<file path="config.mk">
export PLATFORM = sky130hd
export DESIGN_NAME = link_sched_arb_flat
export DESIGN_NICKNAME = d
export VERILOG_FILES = /design/src/rtl/link_sched_pkg.sv /design/src/rtl/link_sched_arb_if.sv /design/src/rtl/link_rr_arb.sv /design/src/rtl/link_sched_arb.sv /design/src/flat_wrapper.sv
export SDC_FILE = /design/constraint.sdc
export NUM_CORES = 1
export LEC_CHECK = 0
export CORE_ASPECT_RATIO = 1.25
export CORE_MARGIN = 4
export CORE_UTILIZATION = 31
export DETAILED_ROUTE_END_ITERATION = 6
export GPL_TIMING_DRIVEN = 0
export PLACE_DENSITY = 0.69
export SLEW_MARGIN = 40
export SYNTH_ARGS = -nofsm -noshare
export SYNTH_HDL_FRONTEND = slang
export SYNTH_SLANG_ARGS = --single-unit
export TNS_END_PERCENT = 10
</file>
<file path="constraint.sdc">
create_clock -name i_clk -period 4.1 [get_ports i_clk]
set_input_delay 0.41 -clock i_clk [delete_from_list [all_inputs] [get_ports i_clk]]
set_output_delay 0.41 -clock i_clk [all_outputs]
set_load 0.005 [all_outputs]
</file>
<file path="src/rtl/link_sched_pkg.sv">
// Shared types and limits for the link scheduler arbiter.
// The DROP state exists only when LINK_SCHED_TIMEOUT_EN is defined.
package link_sched_pkg;

  localparam int N_REQ_MAX = 16;
  localparam int IDX_W     = 4;

  typedef logic [31:0]      payload_t;
  typedef logic [IDX_W-1:0] idx_t;

`ifdef LINK_SCHED_TIMEOUT_EN
  typedef enum logic [1:0] {
    ST_IDLE = 2'd0,
    ST_SEND = 2'd1,
    ST_DROP = 2'd2
  } state_t;
`else
  typedef enum logic [1:0] {
    ST_IDLE = 2'd0,
    ST_SEND = 2'd1
  } state_t;
`endif

endpackage

</file>
<file path="src/rtl/link_sched_arb_if.sv">
// Requester and downstream handshake bundle for link_sched_arb; slave is the arbiter side.
// o_tmo_err is present only when LINK_SCHED_TIMEOUT_EN is defined.
interface link_sched_arb_if #(
  parameter int N_REQ = 4
) ();
  import link_sched_pkg::*;

  logic     [N_REQ-1:0] i_req_wen;
  payload_t [N_REQ-1:0] i_req_token;
  payload_t [N_REQ-1:0] i_req_id;
  logic     [N_REQ-1:0] o_req_ack;
  logic                 o_wen_down;
  payload_t             o_token_down;
  payload_t             o_clk_cnt_down;
  payload_t             o_id_down;
  logic                 i_ready_down;
  idx_t                 o_grant_idx;
  logic                 o_busy;
`ifdef LINK_SCHED_TIMEOUT_EN
  logic                 o_tmo_err;
`endif

  modport slave (
    input  i_req_wen, i_req_token, i_req_id, i_ready_down,
    output o_req_ack, o_wen_down, o_token_down, o_clk_cnt_down, o_id_down,
           o_grant_idx, o_busy
`ifdef LINK_SCHED_TIMEOUT_EN
  , output o_tmo_err
`endif
  );

  modport master (
    output i_req_wen, i_req_token, i_req_id, i_ready_down,
    input  o_req_ack, o_wen_down, o_token_down, o_clk_cnt_down, o_id_down,
           o_grant_idx, o_busy
`ifdef LINK_SCHED_TIMEOUT_EN
  , input  o_tmo_err
`endif
  );

endinterface

</file>
<file path="src/rtl/link_rr_arb.sv">
// Combinational round-robin pick: first set request at or after i_ptr, modulo N_REQ.
// Zero latency; no backpressure, o_any flags that o_idx is meaningful.
module link_rr_arb
  import link_sched_pkg::*;
#(
  parameter int N_REQ = 4
) (
  input  logic [N_REQ-1:0] i_req,
  input  idx_t             i_ptr,
  output idx_t             o_idx,
  output logic             o_any
);

  logic [N_REQ_MAX-1:0] req_pad;
  logic [IDX_W:0]       pos;

  // Walk offsets from farthest to nearest so the nearest hit is written last.
  always_comb begin
    req_pad = N_REQ_MAX'(i_req);
    o_idx   = '0;
    o_any   = 1'b0;
    pos     = '0;
    for (int i = N_REQ - 1; i >= 0; i--) begin
      pos = {1'b0, i_ptr} + (IDX_W + 1)'(i);
      if (pos >= (IDX_W + 1)'(N_REQ)) begin
        pos = pos - (IDX_W + 1)'(N_REQ);
      end
      if (req_pad[pos[IDX_W-1:0]]) begin
        o_idx = pos[IDX_W-1:0];
        o_any = 1'b1;
      end
    end
  end

endmodule

</file>
<file path="src/rtl/link_sched_arb.sv">
// Round-robin scheduler of N_REQ link requesters onto one downstream channel; valid 1 cycle after grant.
// Payload held until i_ready_down; LINK_SCHED_TIMEOUT_EN drops a grant stalled TMO_CYC cycles.
module link_sched_arb
  import link_sched_pkg::*;
#(
  parameter int N_REQ   = 4,
  parameter int TMO_CYC = 64
) (
  input logic             i_clk,
  input logic             i_rst,
  link_sched_arb_if.slave bus
);

  if (N_REQ < 2 || N_REQ > N_REQ_MAX || TMO_CYC < 1) begin : g_bad_param
    $error("link_sched_arb: parameter out of range");
  end

  state_t   state_q, state_d;
  idx_t     rr_ptr_q, rr_ptr_d;
  idx_t     grant_q, grant_d;
  payload_t token_q, token_d;
  payload_t id_q, id_d;
  payload_t stamp_q, stamp_d;
  payload_t cnt_q, cnt_d;
  idx_t     arb_idx;
  idx_t     ptr_next;
  logic     arb_any;
  logic     rel_grant;
  payload_t sel_token, sel_id;

`ifdef LINK_SCHED_TIMEOUT_EN
  localparam int TMO_W = $clog2(TMO_CYC + 1);
  logic [TMO_W-1:0] tmo_cnt_q, tmo_cnt_d;
  logic             tmo_err_q, tmo_err_d;
`endif

  link_rr_arb #(.N_REQ(N_REQ)) u_rr (
    .i_req (bus.i_req_wen),
    .i_ptr (rr_ptr_q),
    .o_idx (arb_idx),
    .o_any (arb_any)
  );

  always_comb begin
    sel_token = '0;
    sel_id    = '0;
    for (int k = 0; k < N_REQ; k++) begin
      if (arb_idx == idx_t'(k)) begin
        sel_token = bus.i_req_token[k];
        sel_id    = bus.i_req_id[k];
      end
    end
  end

  assign ptr_next = (grant_q == idx_t'(N_REQ - 1)) ? '0 : grant_q + idx_t'(1);

  always_comb begin
    state_d   = state_q;
    rr_ptr_d  = rr_ptr_q;
    grant_d   = grant_q;
    token_d   = token_q;
    id_d      = id_q;
    stamp_d   = stamp_q;
    cnt_d     = cnt_q + 32'd1;
    rel_grant = 1'b0;
`ifdef LINK_SCHED_TIMEOUT_EN
    tmo_cnt_d = tmo_cnt_q;
    tmo_err_d = tmo_err_q;
`endif
    case (state_q)
      ST_IDLE: begin
        if (arb_any) begin
          grant_d = arb_idx;
          token_d = sel_token;
          id_d    = sel_id;
          stamp_d = cnt_q;
          state_d = ST_SEND;
`ifdef LINK_SCHED_TIMEOUT_EN
          tmo_cnt_d = '0;
`endif
        end
      end
      ST_SEND: begin
        if (bus.i_ready_down) begin
          rel_grant = 1'b1;
          rr_ptr_d  = ptr_next;
          state_d   = ST_IDLE;
        end
`ifdef LINK_SCHED_TIMEOUT_EN
        else if (tmo_cnt_q == TMO_W'(TMO_CYC - 1)) begin
          state_d   = ST_DROP;
          tmo_err_d = 1'b1;
        end else begin
          tmo_cnt_d = tmo_cnt_q + TMO_W'(1);
        end
`endif
      end
`ifdef LINK_SCHED_TIMEOUT_EN
      // Ack without a transfer so the stalled requester lets go.
      ST_DROP: begin
        rel_grant = 1'b1;
        rr_ptr_d  = ptr_next;
        state_d   = ST_IDLE;
      end
`endif
      default: state_d = ST_IDLE;
    endcase
  end

  // Reset in flight cancels the ack so an aborted grant is retried, not lost.
  always_comb begin
    bus.o_req_ack = '0;
    for (int k = 0; k < N_REQ; k++) begin
      bus.o_req_ack[k] = rel_grant && !i_rst && (grant_q == idx_t'(k));
    end
  end

  assign bus.o_busy         = (state_q == ST_SEND);
  assign bus.o_wen_down     = bus.o_busy;
  assign bus.o_token_down   = bus.o_busy ? token_q : '0;
  assign bus.o_id_down      = bus.o_busy ? id_q    : '0;
  assign bus.o_clk_cnt_down = bus.o_busy ? stamp_q : '0;
  assign bus.o_grant_idx    = grant_q;
`ifdef LINK_SCHED_TIMEOUT_EN
  assign bus.o_tmo_err      = tmo_err_q;
`endif

  always_ff @(posedge i_clk) begin
    if (i_rst) begin
      state_q  <= ST_IDLE;
      rr_ptr_q <= '0;
      grant_q  <= '0;
      token_q  <= '0;
      id_q     <= '0;
      stamp_q  <= '0;
      cnt_q    <= '0;
`ifdef LINK_SCHED_TIMEOUT_EN
      tmo_cnt_q <= '0;
      tmo_err_q <= 1'b0;
`endif
    end else begin
      state_q  <= state_d;
      rr_ptr_q <= rr_ptr_d;
      grant_q  <= grant_d;
      token_q  <= token_d;
      id_q     <= id_d;
      stamp_q  <= stamp_d;
      cnt_q    <= cnt_d;
`ifdef LINK_SCHED_TIMEOUT_EN
      tmo_cnt_q <= tmo_cnt_d;
      tmo_err_q <= tmo_err_d;
`endif
    end
  end

endmodule

</file>
<file path="src/flat_wrapper.sv">
// flat-port wrapper written by rule: the top's interface ports become plain ports
module link_sched_arb_flat import link_sched_pkg::*;
#(
  parameter int N_REQ   = 4,
  parameter int TMO_CYC = 64
)
  (i_clk, i_rst, bus_i_req_wen, bus_i_req_token, bus_i_req_id, bus_i_ready_down, bus_o_req_ack, bus_o_wen_down, bus_o_token_down, bus_o_clk_cnt_down, bus_o_id_down, bus_o_grant_idx, bus_o_busy);
  link_sched_arb_if #(.N_REQ(N_REQ)) bus_i ();
  input logic i_clk;
  input logic i_rst;
  input wire logic [$bits(bus_i.i_req_wen)-1:0] bus_i_req_wen;
  input wire logic [$bits(bus_i.i_req_token)-1:0] bus_i_req_token;
  input wire logic [$bits(bus_i.i_req_id)-1:0] bus_i_req_id;
  input wire logic [$bits(bus_i.i_ready_down)-1:0] bus_i_ready_down;
  output wire logic [$bits(bus_i.o_req_ack)-1:0] bus_o_req_ack;
  output wire logic [$bits(bus_i.o_wen_down)-1:0] bus_o_wen_down;
  output wire logic [$bits(bus_i.o_token_down)-1:0] bus_o_token_down;
  output wire logic [$bits(bus_i.o_clk_cnt_down)-1:0] bus_o_clk_cnt_down;
  output wire logic [$bits(bus_i.o_id_down)-1:0] bus_o_id_down;
  output wire logic [$bits(bus_i.o_grant_idx)-1:0] bus_o_grant_idx;
  output wire logic [$bits(bus_i.o_busy)-1:0] bus_o_busy;
  assign bus_i.i_req_wen = bus_i_req_wen;
  assign bus_i.i_req_token = bus_i_req_token;
  assign bus_i.i_req_id = bus_i_req_id;
  assign bus_i.i_ready_down = bus_i_ready_down;
  assign bus_o_req_ack = bus_i.o_req_ack;
  assign bus_o_wen_down = bus_i.o_wen_down;
  assign bus_o_token_down = bus_i.o_token_down;
  assign bus_o_clk_cnt_down = bus_i.o_clk_cnt_down;
  assign bus_o_id_down = bus_i.o_id_down;
  assign bus_o_grant_idx = bus_i.o_grant_idx;
  assign bus_o_busy = bus_i.o_busy;
  link_sched_arb #(.N_REQ(N_REQ), .TMO_CYC(TMO_CYC)) u_core (.i_clk(i_clk), .i_rst(i_rst), .bus(bus_i));
endmodule
</file>
## Yosys cells after proc, flatten, opt, wreduce, memory -nomap -nowiden

Cells that the tools add are included.

- Register bits after elaboration: 138
- Bits in latches: 0
- Bits in writable memories: 0
- Bits in read-only memories: 0
- Input bits: 263
- Output and inout bits: 106
- Word-level logic and storage cells: 82
- Memories kept: 0

- Add/sub/neg operators: 9
- $mul: 0
- Divide/modulo/power cells: 0
- Magnitude comparators: 8
- Equal/unequal tests: 9
- Shift operators: 0
- Muxes and demuxes: 37
- Bitwise operators: 0
- Reductions and logical operators: 12

Operators with widths:

| operator | number |
|---|---|
| 32-bit 2-to-1 mux | 11 |
| 4-bit 2-to-1 mux | 9 |
| 32-bit by 1-bit adder with 32-bit output, second input constant | 1 |
| 4-bit by 5-bit less-than comparator with 1-bit output, second input constant | 4 |
| 1-bit binary-select mux with 4-bit select | 4 |
| 4-bit by 2-bit equality test with 1-bit output, second input constant | 4 |
| 4-bit by 3-bit subtractor with 4-bit output, second input constant | 4 |
| 5-bit by 3-bit >= comparator with 1-bit output, second input constant | 3 |
| 4-bit by 2-bit adder with 5-bit output, second input constant | 2 |
| 1-bit 2-to-1 mux | 10 |
| 4-bit by 1-bit equality test with 1-bit output, second input constant | 2 |
| 4-bit logical NOT | 2 |
| 2-bit AND reduction | 3 |
| 4-bit by 1-bit adder with 5-bit output, second input constant | 1 |
| 1-bit logical AND | 5 |
| 4-bit by 1-bit adder with 4-bit output, second input constant | 1 |
| 4-bit by 3-bit >= comparator with 1-bit output, second input constant | 1 |
| 2-bit 2-to-1 mux | 2 |
| 2-bit one-hot mux with 2 select lines | 1 |
| 2-bit by 1-bit equality test with 1-bit output, second input constant | 1 |
| 2-bit logical NOT | 1 |
| 2-bit by 1-bit != test with 1-bit output, second input constant | 1 |
| 2-bit != test, second input constant | 1 |
| 1-bit logical NOT | 1 |

## Depth between registers and ports, before layout

- Depth after elaboration: 14
- Mapped depth: 16
- Depth with buffers taken out: 13

## By module

From an unflattened synthesis, not the netlist that was laid out.

- Cells, all modules: 837
- Area, all modules: 7801.2 µm²

By module, submodules not included:

| module | times used | cells an instance | area each (µm²) | sequential area each (µm²) |
|---|---|---|---|---|
| link_sched_arb | 1 | 764 | 7215.7 | 2742.6 |
| link_rr_arb | 1 | 73 | 585.6 | 0.0 |

## Worst setup path after synthesis

OpenSTA, ideal clock, no wires.

- Path type: flip-flop to flip-flop
- From: register u_core.rr_ptr_q[0]
- To: register u_core.id_q[14]
- Setup time: 0.079 ns
- Data arrival time: 3.360 ns
- Required time: 4.021 ns
- Slack: 0.660 ns
- Stages on the path, launching flop included: 16
- Buffers on the path: 3
- Clock period less this slack: 3.440 ns
- Cells stage by stage: dfxtp_1 buf_6 inv_1 ha_1 xnor2_1 ha_1 nor2b_1 a311oi_1 o221ai_2 a2111o_1 a32o_1 buf_6 nand2_4 buf_2 a211oi_1 a211oi_2

- Cells in the longest elaborated chain, start to end: 14

RTL lines:

| item | line | RTL |
|---|---|---|
| start, declared | link_sched_arb.sv:19 | `idx_t rr_ptr_q, rr_ptr_d;` |
| start signal, assigned | link_sched_arb.sv:143 | `rr_ptr_q <= rr_ptr_d;` |
| 4-bit by 2-bit adder with 5-bit output | link_rr_arb.sv:24 | `pos = {1'b0, i_ptr} + (IDX_W + 1)'(i);` |
| 4-bit by 3-bit subtractor with 4-bit output or 5-bit by 3-bit >= comparator with 1-bit output (tied branches) | link_rr_arb.sv:26, link_rr_arb.sv:25 |  |
| 4-bit 2-to-1 mux | link_rr_arb.sv:25 | `if (pos >= (IDX_W + 1)'(N_REQ)) begin` |
| 1-bit binary-select mux with 4-bit select | link_rr_arb.sv:28 | `if (req_pad[pos[IDX_W-1:0]]) begin` |
| 1-bit 2-to-1 mux (not written as such) | link_rr_arb.sv:28 |  |
| 4-bit 2-to-1 mux (4 in series) | link_rr_arb.sv:28 |  |
| 4-bit logical NOT | link_sched_arb.sv:48 | `if (arb_idx == idx_t'(k)) begin` |
| 32-bit 2-to-1 mux (4 in series) | link_sched_arb.sv:48 |  |
| end signal, assigned | link_sched_arb.sv:146 | `id_q <= id_d;` |
| end, declared | link_sched_arb.sv:22 | `payload_t id_q, id_d;` |

Parallel ways exist; a longest one is shown, timed or not. The select of a mux whose other input is x is not followed.
A chain may end at the register's enable or synchronous reset.

## Worst setup path in the final report

- From: register u_core.rr_ptr_q[0]
- To: register u_core.id_q[19]

The elaborated chain is that of the path after synthesis.

==> results.sh <==
export IMPL_fin_nets=1872
export IMPL_worst_pin_slew_ps=806
export IMPL_power_total_mw=7.63
export IMPL_outcome="finished, final reports clean"
export IMPL_cts_sinks=137
export IMPL_placed_cells=1980
export IMPL_io_pins=369
export IMPL_reg2reg_to="u_core.id_q[19]"
export IMPL_slowest_delay_ps=410
export IMPL_reg2reg_depth=14
export IMPL_syn2layout_area_growth_pct=50.3
export IMPL_worstHoldPathType="reg2reg"
export IMPL_avgSynthCellArea_um2=8.01
export IMPL_post_place_ws_ps=-549
export IMPL_cts_tree="done"
export IMPL_core_area_um2=30800
export IMPL_maxSlewHeadroom=0.463
export IMPL_yosysSeqAreaShare=0.284
export IMPL_drc=0
export IMPL_num_vias=10900
export IMPL_fmax_mhz=253
export IMPL_grt_max_degree=17
export IMPL_synthesis_nets=1486
export IMPL_synth_area_um2=9660
export IMPL_maxCapViolCount=0
export IMPL_yosys_area_top_type="dfxtp_1"
export IMPL_rsz0062_at_grt="true"
export IMPL_ys_types=61
export IMPL_cts_htree_levels=4
export IMPL_yosysMostFrequentCell="dfxtp_1"
export IMPL_synth_area_leaders="dfxtp_1 (28%), mux2i_1 (8.7%), a211oi_1 (7.4%)"
export IMPL_clk_pin_slew_ps=70
export IMPL_crit_family="compound AO/OA/AOI/OAI gates"
export IMPL_power_per_cell_area_nw_per_um2=526
export IMPL_r2r_start="u_core.rr_ptr_q[0]"
export IMPL_cts_made_buffers=17
export IMPL_finalHoldViolCount=0
export IMPL_die_area_um2=34100
export IMPL_finalClockSkew_ps=11.7
export IMPL_synth_top_area_frac=0.284
export IMPL_grt_use_total=0.234
export IMPL_stdcell_count=2013
export IMPL_wl_um=42000
export IMPL_required_ps=4380
export IMPL_synth_edf_count=0
export IMPL_yosysWarningCount=0
export IMPL_wl_per_cell_um=20.9
export IMPL_ant_nets=0
export IMPL_drive_gt1_frac=0.0860
export IMPL_cp_num_buf_inv=4
export IMPL_netlist_instances=1206
export IMPL_ys_ff_latch=137
export IMPL_postLayoutCellArea_um2=14500
export IMPL_worstSetupEndpoint="u_core.id_q[19]"
export IMPL_worst_slack_ps=149
export IMPL_finalSetupViolCount=0
export IMPL_port_buffers=367
export IMPL_period_needed_ps=3950
export IMPL_nFillCells=3049
export IMPL_initial_utilization=0.314
export IMPL_ff2ff_setup_slack_ps=150
export IMPL_cp_start_kind="flop"
export IMPL_cts_root_buf="clkbuf_16"
export IMPL_ctsHoldBuffers=0
export IMPL_viasPerCell=5.40
export IMPL_drv_slew=0
export IMPL_drt_iter0_drc=868
export IMPL_placed_cell_area_um2=13800
export IMPL_grt_pass1_wl_um=63200
export IMPL_critPathKind="reg2reg"
export IMPL_irDropWorstVdd_v=0.000285
export IMPL_fin_crit_sh=0.964
export IMPL_crit_arrival_ps=4230
export IMPL_cp_end_kind="flop"
export IMPL_die_x_um=166
export IMPL_cts_buffer_depth=2
export IMPL_cp_cell_sequence="buf_6, inv_1, ha_1, xnor2_2, ha_1, nor2b_1, a311oi_2, o221ai_2, a2111o_1, a32o_1, buf_6, clkbuf_1, a32oi_1, a211oi_1"
export IMPL_crit_fanout=10
export IMPL_dieHeight_um=205
export IMPL_fin_hold_ws_ps=450
export IMPL_clock_latency_ps=420
export IMPL_cp_slowest_cell="dfxtp_2"
export IMPL_crit_cells=14
export IMPL_startpoint="u_core.rr_ptr_q[0]"
export IMPL_row_count=72
export IMPL_gr_total_overflow=0
export IMPL_grt_pass1_vias=10800
export IMPL_gp_congestion=0.926
export IMPL_ys_flop_type="dfxtp_1"
export IMPL_netlist_top_cells_count="dfxtp_1 (137), nand2_1 (102), and2_1 (101)"
export IMPL_leakage_nw=5.21
export IMPL_async_flop_share=0
export IMPL_antenna_found_initial=1
export IMPL_hpwl_um=33100
export IMPL_drt_pass1_iterations=5
## cells in the final DEF (no fill, tap or decap), types with 3 or more instances in the layout
cell | synthesis | routed
clkinvlp_4 | 0 | 3
buf_6 | 8 | 8
mux2i_1 | 84 | 82
clkbuf_16 | 0 | 17
and3_1 | 49 | 49
nor3_1 | 71 | 71
dfxtp_1 | 137 | 135
buf_4 | 13 | 15
clkbuf_1 | 75 | 64
o21ai_1 | 2 | 3
buf_2 | 15 | 15
nor4_1 | 3 | 3
clkdlybuf4s50_1 | 0 | 367
o21bai_1 | 46 | 46
xor2_1 | 22 | 22
nand3_1 | 13 | 13
a211oi_1 | 95 | 94
ha_1 | 17 | 17
a211oi_2 | 19 | 20
nor2_1 | 91 | 91
o32ai_1 | 34 | 34
and2_1 | 101 | 101
inv_6 | 0 | 5
nand2_1 | 102 | 102
a21oi_2 | 12 | 12
nand4_1 | 8 | 8
inv_1 | 14 | 14
a211o_1 | 3 | 3
nor2b_1 | 7 | 7
bufinv_16 | 0 | 3
xnor2_1 | 10 | 9
clkbuf_2 | 0 | 11
o21ai_0 | 42 | 41
a21oi_1 | 49 | 49
a32oi_1 | 17 | 17
or2_2 | 3 | 3
or3_1 | 3 | 3
## sequential cells by signal, indices dropped and copies added (netlist names)
| signal | flops |
|---|---|
| u_core.stamp_q | 32 |
| u_core.token_q | 32 |
| u_core.bus.o_grant_idx | 4 |
| u_core.cnt_q | 32 |
| u_core.state_q | 1 |
| u_core.id_q | 32 |
| u_core.rr_ptr_q | 4 |
## kinds of logic (layout without fill, tap and decap cells)
| kind of cell | after synthesis | after routing | synth area share |
|---|---|---|---|
| DFF | 137 | 137 | 0.284 |
| AOI/OAI and AO/OA | 339 | 339 | 0.265 |
| adders and majority gates | 17 | 17 | 0.0220 |
| other | 0 | 1 | 0 |
| buffers and inverters | 130 | 529 | 0.0641 |
| xor gates and xnor gates | 33 | 33 | 0.0307 |
| muxes | 87 | 87 | 0.0929 |
| and+or+nand+nor | 463 | 463 | 0.241 |
## where the power goes
| part | switching, mW | internal (mW) | leakage [nW] |
|---|---|---|---|
| Combinational | 2.47 | 1.76 | 3.79 |
| Sequential | 0.152 | 1.63 | 1.12 |
| Clock | 0.642 | 0.974 | 0.292 |
## worst min-delay path by stage
stage / end / cells after the start / slack [ps] / start
6_report: u_core.stamp_q[30] / 2 / 450 / u_core.stamp_q[30]
3_5_place_dp: u_core.stamp_q[1] / 2 / 440 / u_core.stamp_q[1]
5_1_grt: u_core.stamp_q[6] / 2 / 470 / u_core.stamp_q[6]
2_1_floorplan: u_core.cnt_q[0] / 1 / 430 / u_core.cnt_q[0]
3_3_place_gp: u_core.stamp_q[26] / 2 / 440 / u_core.stamp_q[26]
4_1_cts: u_core.stamp_q[0] / 2 / 450 / u_core.stamp_q[0]
## what timing repair did
action                                  CTS  global route
endpoints found under the setup margin   61            99
pin swaps                                 1             0
setup buffers                             2             0
resized for setup                        10            17
## tightest hold or removal path: stages, from the launching register on
cell and delay [ps]:
dfxtp_1 300, nand2_1 50, a21oi_1 50
## metal layers
metal	up-vias	routed length, µm	global-route usage
met4	0	1630	0.0949
met5	-	0	0
li1	5178	-	-
met2	427	21100	0.412
met3	82	2380	0.0450
met1	5182	16900	0.279
## cell type report
type	count	area, µm²	share of cell area
timing repair buffer	369	3690	0.254
clock inverter	14	184	0.0127
tap	407	509	0.0351
sequential	137	2750	0.189
clock buffer	18	429	0.0296
buffer	114	577	0.0397
inverter	14	52.6	0.00362
antenna	1	2.50	0.000172
multi-input combinational	939	6330	0.436
## per-stage QoR
stage               TNS, ps  utilization
global placement     -10830        0.449
detailed placement   -17090        0.449
global route           -124        0.471
finish                    0        0.471
CTS                       0        0.471
floorplan                 0            -
No activity file was read; power rests on OpenSTA's default activity.
